`config.mk`:
```
export PLATFORM = sky130hd
export DESIGN_NAME = hex_display_ctrl
export DESIGN_NICKNAME = d
export VERILOG_FILES = /design/src/rtl/hex_display_pkg.sv /design/src/rtl/hex_display_ctrl_bin2bcd_seq.sv /design/src/rtl/hex_display_ctrl.sv
export SDC_FILE = /design/constraint.sdc
export NUM_CORES = 1
export LEC_CHECK = 0
export ABC_AREA = 1
export CAP_MARGIN = 40
export CORE_ASPECT_RATIO = 1.25
export CORE_UTILIZATION = 40
export DETAILED_ROUTE_END_ITERATION = 7
export GPL_TIMING_DRIVEN = 0
export MAX_ROUTING_LAYER = met4
export PLACE_DENSITY = 0.63
export RECOVER_POWER = 50
export SLEW_MARGIN = 20
export SYNTH_ARGS = -nofsm -noshare
export SYNTH_HDL_FRONTEND = slang
export SYNTH_SLANG_ARGS = --single-unit
export TNS_END_PERCENT = 20
```
`constraint.sdc`:
```
create_clock -name clk_clk -period 5.35 [get_ports clk_clk]
set_clock_uncertainty 0.2 [all_clocks]
set_input_delay 0.535 -clock clk_clk [delete_from_list [all_inputs] [get_ports clk_clk]]
set_output_delay 0.535 -clock clk_clk [all_outputs]
set_load 0.02 [all_outputs]
```
`src/rtl/hex_display_pkg.sv`:
```
// Shared constants and helpers for the seven-segment display controller.
// Glyphs are active-low with segment a in bit 6 down to segment g in bit 0.
package hex_display_pkg;

  typedef enum logic {IDLE, CONV} state_e;

  // Index n holds the shape for nibble value n.
  localparam logic [15:0][6:0] GLYPH_HEX = {
    7'b0111000,  // F
    7'b0110000,  // E
    7'b1000010,  // d
    7'b0110001,  // C
    7'b1100000,  // b
    7'b0001000,  // A
    7'b0000100,  // 9
    7'b0000000,  // 8
    7'b0001111,  // 7
    7'b0100000,  // 6
    7'b0100100,  // 5
    7'b1001100,  // 4
    7'b0000110,  // 3
    7'b0010010,  // 2
    7'b1001111,  // 1
    7'b0000001   // 0
  };
  localparam logic [6:0] GLYPH_DASH  = 7'b1111110;
  localparam logic [6:0] GLYPH_BLANK = 7'b1111111;

  function automatic int clog2(input int value);
    int r;
    r = 0;
    while ((1 << r) < value) r++;
    return r;
  endfunction

  function automatic logic [63:0] max_dec(input int digits);
    logic [63:0] p;
    p = 64'd1;
    for (int i = 0; i < digits; i++) p = p * 64'd10;
    return p - 64'd1;
  endfunction

endpackage

```
`src/rtl/hex_display_ctrl_bin2bcd_seq.sv`:
```
// Iterative double-dabble converter: one shift-and-add-3 step per clock, W steps.
// done and bcd_out present the final step combinationally so the caller commits on that edge.
module bin2bcd_seq
  import hex_display_pkg::*;
#(
  parameter int W = 32
) (
  input  logic         clk,
  input  logic         rst_n,
  input  logic         start,
  input  logic [W-1:0] bin_in,
  output logic         busy,
  output logic         done,
  output logic [W-1:0] bcd_out
);

  localparam int CNT_W = clog2(W);

  logic [W-1:0]     r_bin;
  logic [W-1:0]     r_bcd;
  logic [CNT_W-1:0] r_cnt;
  logic             r_busy;
  logic [W-1:0]     w_adj;
  logic [W-1:0]     w_bcd_next;
  logic [W-1:0]     w_bin_next;

  always_comb begin
    w_adj = r_bcd;
    for (int d = 0; d < W / 4; d++) begin
      if (r_bcd[4*d +: 4] >= 4'd5) w_adj[4*d +: 4] = r_bcd[4*d +: 4] + 4'd3;
    end
  end

  assign w_bcd_next = {w_adj[W-2:0], r_bin[W-1]};
  assign w_bin_next = {r_bin[W-2:0], 1'b0};

  assign busy    = r_busy;
  assign done    = r_busy && (r_cnt == CNT_W'(W - 1));
  assign bcd_out = w_bcd_next;

  always_ff @(posedge clk or negedge rst_n) begin
    if (!rst_n) begin
      r_bin  <= '0;
      r_bcd  <= '0;
      r_cnt  <= '0;
      r_busy <= 1'b0;
    end else if (start) begin
      r_bin  <= bin_in;
      r_bcd  <= '0;
      r_cnt  <= '0;
      r_busy <= 1'b1;
    end else if (r_busy) begin
      r_bin <= w_bin_next;
      r_bcd <= w_bcd_next;
      r_cnt <= r_cnt + CNT_W'(1);
      if (done) r_busy <= 1'b0;
    end
  end

endmodule

```
`src/rtl/hex_display_ctrl.sv`:
```
// Seven-segment controller: hex or decimal display of a written value with
// leading-zero blanking, per-digit blinking and an overflow dash indication.
module hex_display_ctrl
  import hex_display_pkg::*;
#(
  parameter int DIGITS   = 8,
  parameter int CLK_HZ   = 50_000_000,
  parameter int BLINK_HZ = 2
) (
  input  logic                  clk_clk,
  input  logic                  reset_reset_n,
  input  logic                  wr_en,
  input  logic [4*DIGITS-1:0]   wr_data,
  input  logic                  dec_mode,
  input  logic                  blank_lz,
  input  logic [DIGITS-1:0]     blink_mask,
  output logic                  wr_ready,
  output logic [7*DIGITS-1:0]   hex_seg
);

  localparam int W         = 4 * DIGITS;
  localparam logic [W-1:0] MAX_DEC = W'(max_dec(DIGITS));
  localparam int PRESC_MAX = CLK_HZ / (2 * BLINK_HZ) - 1;
  localparam int PRESC_W   = (clog2(PRESC_MAX + 1) < 1) ? 1 : clog2(PRESC_MAX + 1);

  state_e               r_state;
  state_e               w_next_state;
  logic [W-1:0]         r_nib;
  logic                 r_ovf;
  logic [PRESC_W-1:0]   r_presc;
  logic                 r_blink_phase;
  logic                 w_accept;
  logic                 w_over_range;
  logic                 w_conv_start;
  logic                 w_conv_busy;
  logic                 w_conv_done;
  logic [W-1:0]         w_bcd;
  logic [7*DIGITS-1:0]  w_seg;

  assign wr_ready     = (r_state == IDLE);
  assign w_accept     = wr_en && wr_ready;
  assign w_over_range = (wr_data > MAX_DEC);
  assign w_conv_start = w_accept && dec_mode && !w_over_range;

  bin2bcd_seq #(.W(W)) u_bin2bcd (
    .clk     (clk_clk),
    .rst_n   (reset_reset_n),
    .start   (w_conv_start),
    .bin_in  (wr_data),
    .busy    (w_conv_busy),
    .done    (w_conv_done),
    .bcd_out (w_bcd)
  );

  always_ff @(posedge clk_clk or negedge reset_reset_n) begin
    if (!reset_reset_n) r_state <= IDLE;
    else                r_state <= w_next_state;
  end

  always_comb begin
    w_next_state = r_state;
    case (r_state)
      IDLE: if (w_conv_start) w_next_state = CONV;
      CONV: if (w_conv_done || !w_conv_busy) w_next_state = IDLE;
      default: w_next_state = IDLE;
    endcase
  end

  // An out-of-range decimal write only raises overflow; the old digits stay underneath.
  always_ff @(posedge clk_clk or negedge reset_reset_n) begin
    if (!reset_reset_n) begin
      r_nib <= '0;
      r_ovf <= 1'b0;
    end else if (w_accept && !dec_mode) begin
      r_nib <= wr_data;
      r_ovf <= 1'b0;
    end else if (w_accept && w_over_range) begin
      r_ovf <= 1'b1;
    end else if (r_state == CONV && w_conv_done) begin
      r_nib <= w_bcd;
      r_ovf <= 1'b0;
    end
  end

  always_ff @(posedge clk_clk or negedge reset_reset_n) begin
    if (!reset_reset_n) begin
      r_presc       <= '0;
      r_blink_phase <= 1'b0;
    end else if (r_presc == PRESC_W'(PRESC_MAX)) begin
      r_presc       <= '0;
      r_blink_phase <= ~r_blink_phase;
    end else begin
      r_presc <= r_presc + PRESC_W'(1);
    end
  end

  // Walk from the top digit down; w_lead stays set while every digit so far is zero.
  always_comb begin
    logic       w_lead;
    logic [3:0] w_nib;
    logic [6:0] w_glyph;
    w_seg   = '1;
    w_lead  = 1'b1;
    w_nib   = '0;
    w_glyph = GLYPH_BLANK;
    for (int i = DIGITS - 1; i >= 0; i--) begin
      w_nib  = r_nib[4*i +: 4];
      w_lead = w_lead && (w_nib == 4'd0);
      if (r_ovf)                             w_glyph = GLYPH_DASH;
      else if (blank_lz && w_lead && i != 0) w_glyph = GLYPH_BLANK;
      else                                   w_glyph = GLYPH_HEX[w_nib];
      if (r_blink_phase && blink_mask[i])    w_glyph = GLYPH_BLANK;
      w_seg[7*i +: 7] = w_glyph;
    end
  end

  always_ff @(posedge clk_clk or negedge reset_reset_n) begin
    if (!reset_reset_n) hex_seg <= '1;
    else                hex_seg <= w_seg;
  end

endmodule

```
Word level (Yosys, flattened, before mapping)
Memory sizes are Yosys's and may differ from the RTL's.
Cells that the tools add are included.
{"block": "totals", "register_bits": 185, "romBits": 896, "inputBits": 45, "output_inout_bits": 57, "elab_cells": 151, "n_memories": 8}
{"block": "classes", "add_sub_neg": 10, "order_cmp": 17, "n_eq_ne": 3, "mux": 58, "bitwise_logic": 2, "n_reduce_logical": 43}
{"name": "(name not given)", "depth": 16, "width": 7, "rd": 1, "rd_clocked_by_memory_dff": 0, "wr": 0, "line_no": "hex_display_ctrl.sv:111", "text": "else w_glyph = GLYPH_HEX[w_nib];"}
{"name": "(name not given)", "depth": 16, "width": 7, "rd": 1, "rd_clocked_by_memory_dff": 0, "wr": 0, "line_no": "hex_display_ctrl.sv:111"}
{"name": "(name not given)", "depth": 16, "width": 7, "rd": 1, "rd_clocked_by_memory_dff": 0, "wr": 0, "line_no": "hex_display_ctrl.sv:111"}
{"name": "(name not given)", "depth": 16, "width": 7, "rd": 1, "rd_clocked_by_memory_dff": 0, "wr": 0, "line_no": "hex_display_ctrl.sv:111"}
{"name": "(name not given)", "depth": 16, "width": 7, "rd": 1, "rd_clocked_by_memory_dff": 0, "wr": 0, "line_no": "hex_display_ctrl.sv:111"}
{"name": "(name not given)", "depth": 16, "width": 7, "rd": 1, "rd_clocked_by_memory_dff": 0, "wr": 0, "line_no": "hex_display_ctrl.sv:111"}
{"name": "2 more memories"}
{"op": "32-bit two-way mux", "n": 7}
{"op": "7-bit two-way mux", "n": 31}
{"op": "4-bit by 5-bit less-than comparator with 1-bit output, second input constant", "n": 8}
{"op": "4-bit by 3-bit >= comparator with 1-bit output, second input constant", "n": 8}
{"op": "32-bit by 27-bit greater-than comparator with 1-bit output, second input constant", "n": 1}
{"op": "4-bit by 2-bit adder with 4-bit output, second input constant", "n": 7}
{"op": "1-bit logical AND", "n": 28}
{"op": "4-bit zero test", "n": 7}
{"op": "4-bit two-way mux", "n": 7}
{"op": "24-bit by 1-bit adder with 24-bit output, second input constant", "n": 1}
{"op": "24-bit equality test, second input constant", "n": 1}
{"op": "24-bit two-way mux", "n": 1}
{"op": "5-bit two-way mux", "n": 2}
{"op": "1-bit two-way mux", "n": 8}
{"op": "5-bit by 1-bit adder with 5-bit output, second input constant", "n": 1}
{"op": "5-bit equality test, second input constant", "n": 1}
{"op": "2-bit nonzero test", "n": 2}
{"op": "3-bit by 2-bit adder with 3-bit output, second input constant", "n": 1}
{"op": "1-bit zero test", "n": 3}
{"op": "3-bit two-way mux", "n": 1}
{"op": "3-bit nonzero test", "n": 1}
{"op": "2-bit inequality test, second input constant", "n": 1}
{"op": "1-bit inverter", "n": 2}
{"op": "1-bit one-hot mux with 2 select lines", "n": 1}
{"op": "2 further kinds", "n": 2}

Longest topological paths before layout
Gate-level depths: netlist of run 1.
{"block": "logic_depth", "word_depth": 11, "mapped_depth": 12, "ltp_nobuf": 12}

Modules after synthesis
Synthesis of run 1 repeated with hierarchy kept, for this count alone.
{"block": "hier_totals", "cells_unflattened": 1326, "hier_area_um2": 10697.8}
{"module": "hex_display_ctrl", "n_inst": 1, "cells_per_inst": 848, "area_per_inst_um2": 6899.1, "seq_area_each_um2": 2947.8}
{"module": "bin2bcd_seq", "n_inst": 1, "cells_per_inst": 478, "area_per_inst_um2": 3798.6, "seq_area_each_um2": 1751.7}

Worst setup path before layout of run 1
OpenSTA, ideal clock, no wires.
{"block": "synth_timing", "kind": "input port to flip-flop", "from": "input port wr_data[31]", "to": "register u_bin2bcd.r_bin[22]", "setup_time_ns": 0.125, "arrival_ns": 1.563, "t_required_ns": 5.025, "slack_ns": 3.462, "cell_stages": 10, "path_buffers": 2, "path_cell_list": "inv_1 -> nand2_1 -> nor2_2 -> nand2_1 -> nor2_4 -> nand3_4 -> buf_12 -> buf_8 -> nand3_2 -> nand3_1"}
{"block": "synth_between", "elab_chain_cells": 4, "elab_cells_between_ends": 5, "classes_between": "order compare (1); mux (1); reduce/logical (3)"}
{"item": "start, declared", "line_no": "hex_display_ctrl.sv:13", "text": "input logic [4*DIGITS-1:0] wr_data,"}
{"item": "32-bit by 27-bit greater-than comparator with 1-bit output *", "line_no": "hex_display_ctrl.sv:42", "text": "assign w_over_range = (wr_data > MAX_DEC);"}
{"item": "1-bit zero test *", "line_no": "hex_display_ctrl.sv:43", "text": "assign w_conv_start = w_accept && dec_mode && !w_over_range;"}
{"item": "1-bit logical AND *", "line_no": "hex_display_ctrl.sv:43"}
{"item": "32-bit two-way mux / 2-bit nonzero test (equally long branches)"}
{"item": "end signal, assigned", "line_no": "hex_display_ctrl_bin2bcd_seq.sv:48", "text": "r_bin <= bin_in;"}
{"item": "end signal, assigned", "line_no": "hex_display_ctrl_bin2bcd_seq.sv:53", "text": "r_bin <= w_bin_next;"}
{"item": "end, declared", "line_no": "hex_display_ctrl_bin2bcd_seq.sv:19", "text": "logic [W-1:0] r_bin;"}
Mark *: on every way between the ends. The rest lies on a longest branch, timed or not.
A chain may end at the register's enable or synchronous reset.

Worst setup path after layout of run 1
{"block": "layout_timing", "from": "register r_nib[28]", "to": "register hex_seg[7]"}
{"block": "layout_between", "elab_chain_cells": 11}
{"item": "start, declared", "line_no": "hex_display_ctrl.sv:28", "text": "logic [W-1:0] r_nib;"}
{"item": "start signal, assigned", "line_no": "hex_display_ctrl.sv:75", "text": "r_nib <= wr_data;"}
{"item": "start signal, assigned", "line_no": "hex_display_ctrl.sv:80", "text": "r_nib <= w_bcd;"}
{"item": "4-bit zero test", "line_no": "hex_display_ctrl.sv:108", "text": "w_lead = w_lead && (w_nib == 4'd0);"}
{"item": "1-bit logical AND (6 in series)", "line_no": "hex_display_ctrl.sv:108"}
{"item": "1-bit logical AND", "line_no": "hex_display_ctrl.sv:110", "text": "else if (blank_lz && w_lead && i != 0) w_glyph = GLYPH_BLANK;"}
{"item": "7-bit two-way mux", "line_no": "hex_display_ctrl.sv:110"}
{"item": "7-bit two-way mux", "line_no": "hex_display_ctrl.sv:109", "text": "if (r_ovf) w_glyph = GLYPH_DASH;"}
{"item": "7-bit two-way mux", "line_no": "hex_display_ctrl.sv:112", "text": "if (r_blink_phase && blink_mask[i]) w_glyph = GLYPH_BLANK;"}
{"item": "named net w_seg[7]", "line_no": "hex_display_ctrl.sv:38", "text": "logic [7*DIGITS-1:0] w_seg;"}
{"item": "end signal, assigned", "line_no": "hex_display_ctrl.sv:119", "text": "else hex_seg <= w_seg;"}
{"item": "end, declared", "line_no": "hex_display_ctrl.sv:18", "text": "output logic [7*DIGITS-1:0] hex_seg"}
The timed path passes the listed nets, and every way through them passes these cells.

==> summary.txt, run 1 <==
Outcome
  – Status: finished, final reports clean

Pwr
  – Combinational fraction of design power: 0.413
  – Reg power frac: 0.361
  – Pwr/cell area: around 440 nW/um^2
  – Net Sw Frac: 0.390
  – Pleak: 6.49 nW
  – Worst VDD drop: 0.221 mV
  – Clk pwr share: 0.226
  – P_int: ~3.6 mW
  – Psw: 2.31 mW

Worst setup path
  – Crit path max-delay family: simple AND/OR/NAND/NOR gates
  – WP data required: approximately 5500 ps
  – Cell Chain, Critical Path: inv_1 -> ha_1 -> inv_1 -> nor2_1 -> nand2_1 -> nor2_1 -> nand4_1 -> inv_2 -> nand3_2 -> nand2_1 -> nand2_1 -> nand2_1
  – R2r startpoint: r_nib[28]
  – Critical Path Source Type: register
  – Most common cell on crit path: nand2_1
  – R2R setup slack: between 2000 and 3000 ps
  – Critical path buffers and inverters: 3
  – CP Class: register to register
  – Reg2Reg Depth: 12
  – Crit path capture type: register
  – Reg2reg end: hex_seg[7]
  – Crit path largest cell delay: around 450 ps
  – Worst-path maximum fanout: 7
  – Critical Path AT: ~2600 ps
  – CP max-delay cell: dfrtp_1
  – WP depth: 12
  – Crit. Startpoint: r_nib[28]
  – CP endpoint: hex_seg[7]

Timing
  – Clock period minus worst slack: 2470 ps
  – Maximum clock frequency: 0.405 GHz
  – Worst-Margin Slew: approximately 800 ps
  – Final hold violation count: 0
  – Final setup margin: between 2000 and 3000 ps
  – # setup viols final: 0
  – Rel. slew slack: 0.466
  – Max Slew Vio Count: 0
  – Final period utilization: 0.461
  – Unrepaired setup endpoints after global routing: no

Yosys
  – Syn avg cell area: 7.87 sq um
  – Post-synth top area share: 0.289
  – Synth Flop Type: dfrtp_1
  – Seq cells post-synth: between 150 and 200
  – Netlist cell types: between 40 and 50
  – Ranking of synthesized cells by area: dfrtp_1, dfstp_2, nand2_1
  – Post-synthesis sequential area ratio: 0.420
  – Syn nets: about 1,500
  – EDFF count, synth: 0
  – Cell Area, Synth: 11,200 sq um
  – Ys async rst share: 1.00
  – Synth area leader: dfrtp_1
  – Yosys warning total: 0
  – Mapped Cells: between 1,000 and 1,500

Clock tree
  – Clk sink count: roughly 190
  – Root buffer cell: clkbuf_16
  – CTS tree: built
  – H-tree Lvls: 4
  – Post-CTS setup buffers: 0
  – Clock Tree Buf Depth: 2
  – Num CTS Buffers: 17
  – Post-CTS sizing: 0
  – Clk slew on worst S/H paths: roughly 70 ps
  – Skew-Pair Late Insertion Delay: about 450 ps

Layout
  – Nets: between 1,500 and 2,000
  – Fillers: between 2,000 and 3,000
  – Fin area: roughly 13,000 sq um
  – Layout Utilization: 0.483
  – Area growth, synth to finish: 19.1%
  – Layout cells sized above 1: 0.137
  – N_diodes: 0

Detailed routing
  – DR DRC count: 0
  – Per-cell routed wire length: about 15 microns
  – Drt pass-1 iters: 5
  – Antenna viol nets, final: 0
  – Routed wire length: about 29,000 microns
  – DRT iter0 DRCs: about 700
  – Vias/cell: around 5.1
  – Via count: slightly below 10,000

Hold path
  – Hold depth: 1
  – HP Class: register to register

Global route
  – GR Util All Layers: 0.219
  – Largest net degree at the start of global routing: 70
  – Initial antenna violation count: 0
  – First-pass GRT wire length: approximately 48,000 microns
  – Vias in the first global route: roughly 9,400
  – GRT overflow: 0

Die
  – Core Region: around 28,000 sq um
  – Site Rows: 68
  – Vert. Die Dim: 189 microns
  – Starting Density: 0.406
  – DIE AREA: 28,600 sq um
  – Die Wd: 152 microns
  – I/O pins: roughly 100

Placed design
  – Dpl ws: around 2600 ps
  – Area post-placement: 12,700 sq um
  – DPL Wire Length: 21,500 microns
  – Port Buffers: 101
  – GP Congestion: 0.911

Job
  – Max Cap Violations: 0
==> per-layer routing <==
| metal | global-route usage | share of wire |
|---|---|---|
| met5 | - | 0 |
| met4 | 0.0804 | 0.027 |
| met3 | 0.0289 | 0.032 |
| met2 | 0.350 | 0.49 |
| met1 | 0.280 | 0.45 |
==> cells by family after synthesis <==
| family | synth area share |
|---|---|
| adders and majority gates | 0.0683 |
| DFF | 0.420 |
| and+or+nand+nor | 0.262 |
| buffers and inverters | 0.101 |
| AOI/OAI and AO/OA | 0.125 |
| xor gates and xnor gates | 0.0235 |
==> Yosys cell counts, types with 4 or more instances <==
cell,count
nor3_1,20
inv_1,164
xnor2_1,6
a211oi_1,7
dfrtp_1,129
a21oi_1,23
nand3_2,11
nand4_1,34
o211ai_1,15
o221ai_1,4
ha_1,61
nand3_1,112
nor2_1,105
or2_2,4
xor2_1,24
a31oi_1,23
dfstp_2,56
buf_2,19
o21ai_0,94
o311ai_0,5
o211ai_2,26
inv_2,44
nor2_4,5
buf_1,5
clkbuf_1,31
nand2_1,354
o2111ai_1,4
==> power groups by stage <==
| stage | Combinational, mW | Sequential [mW] | Clock (mW) |
|---|---|---|---|
| 4_1_cts | 2.44 | 2.14 | 1.36 |
| 3_3_place_gp | 2.38 | 2.16 | 0 |
| 2_1_floorplan | 1.43 | 2.34 | 0 |
| 3_5_place_dp | 2.42 | 2.16 | 0 |
| 6_report | 2.44 | 2.14 | 1.34 |
| 5_1_grt | 2.76 | 2.19 | 1.42 |
==> worst register-to-register path: stages (launching register included) <==
cell	delay [ps]
dfrtp_1	450
inv_1	150
ha_1	180
inv_1	40
nor2_1	160
nand2_1	80
nor2_1	240
nand4_1	340
inv_2	170
nand3_2	150
nand2_1	100
nand2_1	50
nand2_1	90
==> registers in the layout, summed over array words and instances, names as in the netlist <==
name             flops
r_nib               32
r_ovf                1
r_blink_phase        1
r_presc             24
u_bin2bcd.r_bcd     32
u_bin2bcd.r_bin     32
hex_seg             56
r_state              1
u_bin2bcd.r_cnt      5
u_bin2bcd.busy       1
==> repair_timing <==
item,CTS,global route
hold buffers,1,0
endpoints found under the hold margin,21,0
endpoints found under the setup margin,0,0
==> through the flow <==
step	total power, mW	TNS (ps)	std cells	hold slack, ps
after global placement	4.54	-651520	1872	276
after global routing	6.36	0	1908	317
final	5.92	0	1908	294
after detailed placement	4.59	0	1874	281
after floorplan	3.77	0	1421	39.4
after CTS	5.94	0	1907	294
==> placed cells by master (no fill, tap or decap), types with 4 or more instances in the layout <==
cell | Yosys | routed
xnor2_1 | 6 | 6
xor2_1 | 24 | 24
dfrtp_1 | 129 | 129
nor3_1 | 20 | 20
nor2_1 | 105 | 106
buf_6 | 3 | 4
o2111ai_1 | 4 | 4
a211oi_1 | 7 | 7
nand3_1 | 112 | 112
dfstp_2 | 56 | 56
clkbuf_1 | 31 | 32
a31oi_1 | 23 | 23
nand2_1 | 354 | 354
nand3_2 | 11 | 11
nor2_4 | 5 | 5
inv_1 | 164 | 164
or2_2 | 4 | 4
clkdlybuf4s50_1 | 0 | 100
o21ai_0 | 94 | 94
a21oi_1 | 23 | 23
buf_1 | 5 | 5
buf_2 | 19 | 19
o221ai_1 | 4 | 4
clkbuf_16 | 0 | 17
o311ai_0 | 5 | 5
nand4_1 | 34 | 35
ha_1 | 61 | 61
inv_2 | 44 | 44
o211ai_2 | 26 | 26
o211ai_1 | 15 | 15
==> layout make-up <==
class	count	area, sq um	area share
plain buffers	63	342	0.0257
clock buffers	19	443	0.0333
clock inverters	13	166	0.0125
inverters	209	785	0.0589
multi-input cells	964	5350	0.402
flip-flops and latches	185	4700	0.353
well taps	350	438	0.0329
repair buffers	105	1090	0.0820
==> how the worst min path moves through the flow <==
stage / end / slack (ps) / startpoint
floorplan: r_blink_phase / 40 / reset_reset_n
finish: r_presc[2] / 290 / r_presc[2]
detailed placement: r_presc[2] / 280 / r_presc[2]
global placement: r_presc[2] / 280 / r_presc[2]
global route: r_presc[2] / 320 / r_presc[2]
CTS: r_presc[2] / 290 / r_presc[2]
Power figures use the tool's default switching activity.
==> inputs of run 2 (changes only) <==
==> constraint.sdc (replaced) <==
create_clock -name clk_clk -period 2.33 [get_ports clk_clk]
set_clock_uncertainty 0.2 [all_clocks]
set_input_delay 0.233 -clock clk_clk [delete_from_list [all_inputs] [get_ports clk_clk]]
set_output_delay 0.233 -clock clk_clk [all_outputs]
set_load 0.02 [all_outputs]
==> run 2 against run 1 <==
Compared with the run above:
- final area barely moved
- non-clock buffer count did not move
- critical path depth fell by 2
- sequential power rose by 130%
- largest power group unchanged
- clock power rose by 130%
- first-iteration DRC count fell by 5.8%
- core utilization barely moved
- critical path type unchanged
- sequential share of layout area barely moved
- via count rose by 0.57%
==> summary.txt, run 2 (synthesized netlist as in run 1, its figures left out) <==
Global route
  – GR Util All Layers: 0.219 (about the same)
  – GRT overflow: 0 (unchanged)
  – Initial antenna violation count: 0 (unchanged)
  – First-pass GRT wire length: 47,700 microns (was 47,600 microns)
  – Largest net degree at the start of global routing: 70 (unchanged)
  – Vias in the first global route: 9,379 (was 9,375)

Detailed routing
  – Via count: 9,822 (was 9,766)
  – Antenna viol nets, final: 0 (unchanged)
  – DRT iter0 DRCs: 661 (was 702)
  – Per-cell routed wire length: 15.2 microns (was 15.1 microns)
  – Vias/cell: 5.15 (was 5.12)
  – Drt pass-1 iters: 5 (unchanged)
  – DR DRC count: 0 (unchanged)
  – Routed wire length: 29,000 microns (was 28,900 microns)

Clock tree
  – Clk slew on worst S/H paths: 70 ps (about the same)
  – CTS tree: built (unchanged)
  – Num CTS Buffers: 17 (unchanged)
  – Clk sink count: 185 (unchanged)
  – H-tree Lvls: 4 (unchanged)
  – Root buffer cell: clkbuf_16 (unchanged)
  – Skew-Pair Late Insertion Delay: 450 ps (about the same)
  – Clock Tree Buf Depth: 2 (unchanged)
  – Post-CTS setup buffers: 0 (unchanged)

Timing
  – Max Slew Vio Count: 0 (unchanged)
  – Rel. slew slack: 0.464 (was 0.466)
  – Maximum clock frequency: 0.455 GHz (was 0.405 GHz)
  – Worst-Margin Slew: 803 ps (was 802 ps)
  – Clock period minus worst slack: 2200 ps (was 2470 ps)
  – Final period utilization: 0.943 (was 0.461)
  – Final hold violation count: 0 (unchanged)
  – # setup viols final: 0 (unchanged)
  – Unrepaired setup endpoints after global routing: yes (was no)

Worst setup path
  – Crit path capture type: register (unchanged)
  – Critical Path Source Type: register (unchanged)
  – Worst-path maximum fanout: 5 (was 7)
  – CP Class: register to register (unchanged)
  – R2r startpoint: r_nib[28] (unchanged)
  – WP data required: 2460 ps (was 5530 ps)
  – Reg2reg end: hex_seg[30] (was hex_seg[7])
  – Reg2Reg Depth: 10 (was 12)
  – R2R setup slack: 130 ps (was 2880 ps)
  – Critical Path AT: 2330 ps (was 2640 ps)

Pwr
  – Power Total: 13.6 mW (was 5.92 mW)
  – Pwr/cell area: 1020 nW/um^2 (was 444 nW/um^2)
  – Worst VDD drop: 0.506 mV (was 0.221 mV)
  – Pleak: 6.50 nW (was 6.49 nW)

Placed design
  – DPL Wire Length: 21,500 microns (unchanged)
  – GP Congestion: 0.911 (unchanged)
  – Port Buffers: 101 (unchanged)
  – Cells after DPL: 1,874 (unchanged)
  – Area post-placement: 12,700 sq um (unchanged)

Hold path
  – HP Class: input port to asynchronous set/reset pin (was register to register)

Layout
  – Fin area: 13,300 sq um (about the same)
  – Layout Utilization: 0.482 (was 0.483)
  – Area growth, synth to finish: 18.9% (was 19.1%)
  – Most frequent cells in the layout: nand2_1, inv_1, dfrtp_1 (unchanged)
  – Finished Layout Cells: 1,908 (unchanged)
  – N_diodes: 0 (unchanged)
  – Layout cells sized above 1: 0.140 (was 0.137)
  – Commonest non-fill, non-tap cell in the layout: nand2_1 (unchanged)
  – Nets: 1,651 (unchanged)
  – Top reg by flops: hex_seg (unchanged)
  – Max reg flops: 56 (unchanged)

Die
  – DIE AREA: 28,600 sq um (unchanged)
  – Site Rows: 68 (unchanged)
  – Core Region: 27,600 sq um (unchanged)
  – Die Wd: 152 microns (unchanged)
  – I/O pins: 102 (unchanged)
  – Vert. Die Dim: 189 microns (unchanged)
  – Starting Density: 0.406 (unchanged)

Job
  – Max Cap Violations: 0 (unchanged)

Outcome
  – Status: finished, final reports clean (unchanged)
[run 2: worst max-delay path: stages, from the launching register on]
cell and delay (ps):
dfrtp_1 450, inv_1 150, ha_1 180, inv_1 50, nor2_2 110, nand3_1 190
nor2_4 210, nand2_1 140, nor2_1 200, nor2_1 110, o311ai_0 100
[run 2: routing by layer]
metal  GRT usage  vias up  part of all wire
met5           -        -                 0
met4      0.0804        0             0.025
met3      0.0289       52             0.036
met2       0.351      259              0.49
met1       0.281     4640              0.45
li1            -     4871                 -
[run 2: how the worst max path moves through the flow]
stage / startpoint / to / slack, ps
after global placement: reset_reset_n / u_bin2bcd.r_bin[9] / -7000
after floorplan: u_bin2bcd.r_cnt[0] / r_nib[23] / 510
after global routing: r_nib[28] / hex_seg[30] / -40
after CTS: r_nib[28] / hex_seg[30] / 70
after detailed placement: wr_data[28] / u_bin2bcd.r_bin[17] / -100
final: r_nib[28] / hex_seg[30] / 130
[run 2: power breakdown]
| group | switching (mW) | total (mW) | internal [mW] |
|---|---|---|---|
| combinational | 3.39 | 5.62 | 2.23 |
| clock | 1.33 | 3.06 | 1.73 |
| sequential | 0.578 | 4.90 | 4.33 |
[run 2: final cells by class]
cell class	instances	area (sq um)
plain buffers	63	334
clock buffers	19	443
clock inverters	13	166
fillers	2741	14300
inverters	209	785
multi-input cells	964	5360
flip-flops and latches	185	4700
well taps	350	438
repair buffers	105	1070
[run 2: timing repair]
action                     CTS  global route
resized for setup            2             5
hold endpoints to repair   116             0
hold buffers                 1             0
setup endpoints to repair    6            17
[run 2: per-stage QoR]
stage / setup slack [ps] / hold WS [ps] / TNS [ps]
floorplan: 512 / -263 / 0
global placement: -7000 / 276 / -1156890
detailed placement: -101 / -10.0 / -3660
CTS: 71.1 / 112 / 0
global route: -35.9 / 152 / -97.7
finish: 132 / 101 / 0
==> RTL edit: new RTL, flow settings as in run 2 <==
Change the parameter `DIGITS` from 8 to 9.
--- a/src/rtl/hex_display_ctrl.sv
+++ b/src/rtl/hex_display_ctrl.sv
@@ -3,7 +3,7 @@
 module hex_display_ctrl
   import hex_display_pkg::*;
 #(
-  parameter int DIGITS   = 8,
+  parameter int DIGITS   = 9,
   parameter int CLK_HZ   = 50_000_000,
   parameter int BLINK_HZ = 2
 ) (
Interface: changed (resized blink_mask, hex_seg and wr_data); port bits go from 102 to 114. No check against the original RTL was run, so the function may have changed too.
==> RTL edit against run 2 <==
Worst setup slack lost 0.015 ns. Synthesized area grew 8.8%. Hold slack lost 0.037 ns. Final area grew 11%. Sequential cell count grew 20. Die area grew 8.7%. Wire length grew 14%. Total power shrank 11%.
==> RTL edit: results (changes against run 2) <==
status=finished, final reports clean; H-tree depth=1 (-3); root buffer cell=clkbuf_16; vias in the first global route=10500 (+12%); Filler Cell Count=3006 (+9.7%); Hold Crit Class=in -> reg; Top Metal Used=met4; DR iter-0 viols=558 (-16%); Place WS=-0.2652 ns (-0.1637 ns); async set-reset flop share out of synthesis=100.0% (unchanged); Routed met1 length=14270 um (+9.8%); initial antenna violation count=0 (unchanged); Biggest register=hex_seg; Port-buffer cells=113 (+12%); WL met3=1226 um (+19%); warnings from Yosys=0 (unchanged); critical path arrival=2.48 ns (+0.15 ns); Final nets=1817 (+10%); max reg flops=63 (+13%); Post-synth top cells=nand2_1 (357), inv_1 (187), nand3_1 (157), dfrtp_1 (142), o21ai_0 (104); vias per cell=5.142 (-0.12%); Post-DP HPWL=24700 um (+15%); worst-path maximum fanout=6 (+1); Max Clock Freq=0.4519 GHz (-0.68%); GRT Total Usage=22.42% (+0.54 points); Syn Nets=1670 (+9.4%); largest net degree at the start of global routing=96 (+37%); FF-to-FF setup slack=0.12 ns (-0.02 ns); Max Root-Sink Buffers=3 (+1); sequential area share after synthesis=42.80% (+0.77 points); drt pass-1 iters=5 (unchanged); wire length on met2=16620 um (+17%); Leak=7.070 nW (+8.8%); Unique masters post-synth=45 (-4.3%); DR WL/cell=15.61 um (+2.7%); Placer Congestion=0.8920 (-2.1%); first-pass GRT wire length=53810 um (+13%); Slew HR=11.52% (-35 points); clk_lat worst skew=0.52 ns (+0.07 ns); Area contributors post-synth=dfrtp_1 (29%), dfstp_2 (14%), nand2_1 (11%); worst IR drop on VDD=0.4946 mV (-2.3%); clock-pin slew on the worst setup and hold paths=approximately 0.060 ns; CTS Buf Count=25 (+8); Antenna Cells=0 (unchanged); layout cells sized above 1=12.87% (-1.1 points); Top FF cell, synth=dfrtp_1
RTL edit: cell count changes in the layout (fill, tap and decap cells not counted), sizes merged, moves of 12 or more:
cell and change:
o211ai +43, clkbuf +39, o21ai +12, dfrtp +13
nand4 +14, inv +16, nand3 +34
RTL edit: area by class of cell:
type	count	area share (%)
multi-input combinational	1049	39.62
buffer	70	2.184
timing repair buffer	120	8.107
tap	401	3.408
clock buffer	39	4.946
sequential	205	35.38
inverter	228	5.812
clock inverter	6	0.5438
RTL edit: path summary, 6_finish.rpt:
kind                                          start                   to  cells past startpoint
max in group asynchronous             reset_reset_n  u_bin2bcd.r_bcd[21]                      3
worst min-delay path                  blink_mask[2]          hex_seg[14]                      3
worst max register to register            r_nib[33]          hex_seg[14]                     10
worst min register to register  u_bin2bcd.r_bin[33]  u_bin2bcd.r_bin[33]                      2
min in group asynchronous             reset_reset_n          hex_seg[50]                      2
worst max-delay path                      r_nib[33]          hex_seg[14]                     10
RTL edit: cell families after synthesis:
| family | share of synthesized area (%) |
|---|---|
| buf+inv | 9.643 |
| flops | 42.80 |
| compound gates | 13.21 |
| simple gates | 25.92 |
| xor+xnor | 1.439 |
| fa+ha+maj | 6.991 |
RTL edit: stage by stage:
step	TNS (ns)	hold WS, ns	instances	total power [mW]	cell area [um2]
after global routing	0	0.08519	2118	12.82	14720
after CTS	0	0.05476	2115	12.19	14700
after detailed placement	-17.01	-0.09733	2068	8.286	13860
after global placement	-1467.29	0.2853	2066	8.215	13800
after floorplan	0	-0.2626	1552	6.933	12170
final	0	0.06388	2118	12.11	14720
RTL edit: power by group:
part           switching [mW]  total (mW)  leakage (nW)  internal [mW]
Sequential              0.337        4.64          2.55           4.31
Clock                    1.50        3.86         0.399           2.35
Combinational            2.19        3.61          4.12           1.42
Total                    4.03        12.1          7.07           8.08
RTL edit: layer usage:
| layer | vias to the layer above | track usage [%] |
|---|---|---|
| met4 | 0 | 7.051 |
| met1 | 5194 | 27.37 |
| met2 | 234 | 38.64 |
| li1 | 5404 | - |
| met3 | 58 | 2.391 |
| met5 | - | - |
RTL edit: timing repair:
item / in CTS / in global routing
buffers inserted: 0 / 3
hold endpoints to repair: 163 / 0
hold buffers: 2 / 0
pin swaps: 0 / 3
resized for setup: 3 / 13
setup endpoints to repair: 8 / 46
RTL edit: critical path, stage by stage (launching register included):
cell	delay, ns
dfrtp_1	0.43
inv_1	0.14
ha_2	0.23
nand4_2	0.19
nor2_4	0.21
nand2_2	0.12
nor2_4	0.20
nand4_1	0.19
nand2_1	0.11
nand2_1	0.05
nand2_1	0.09
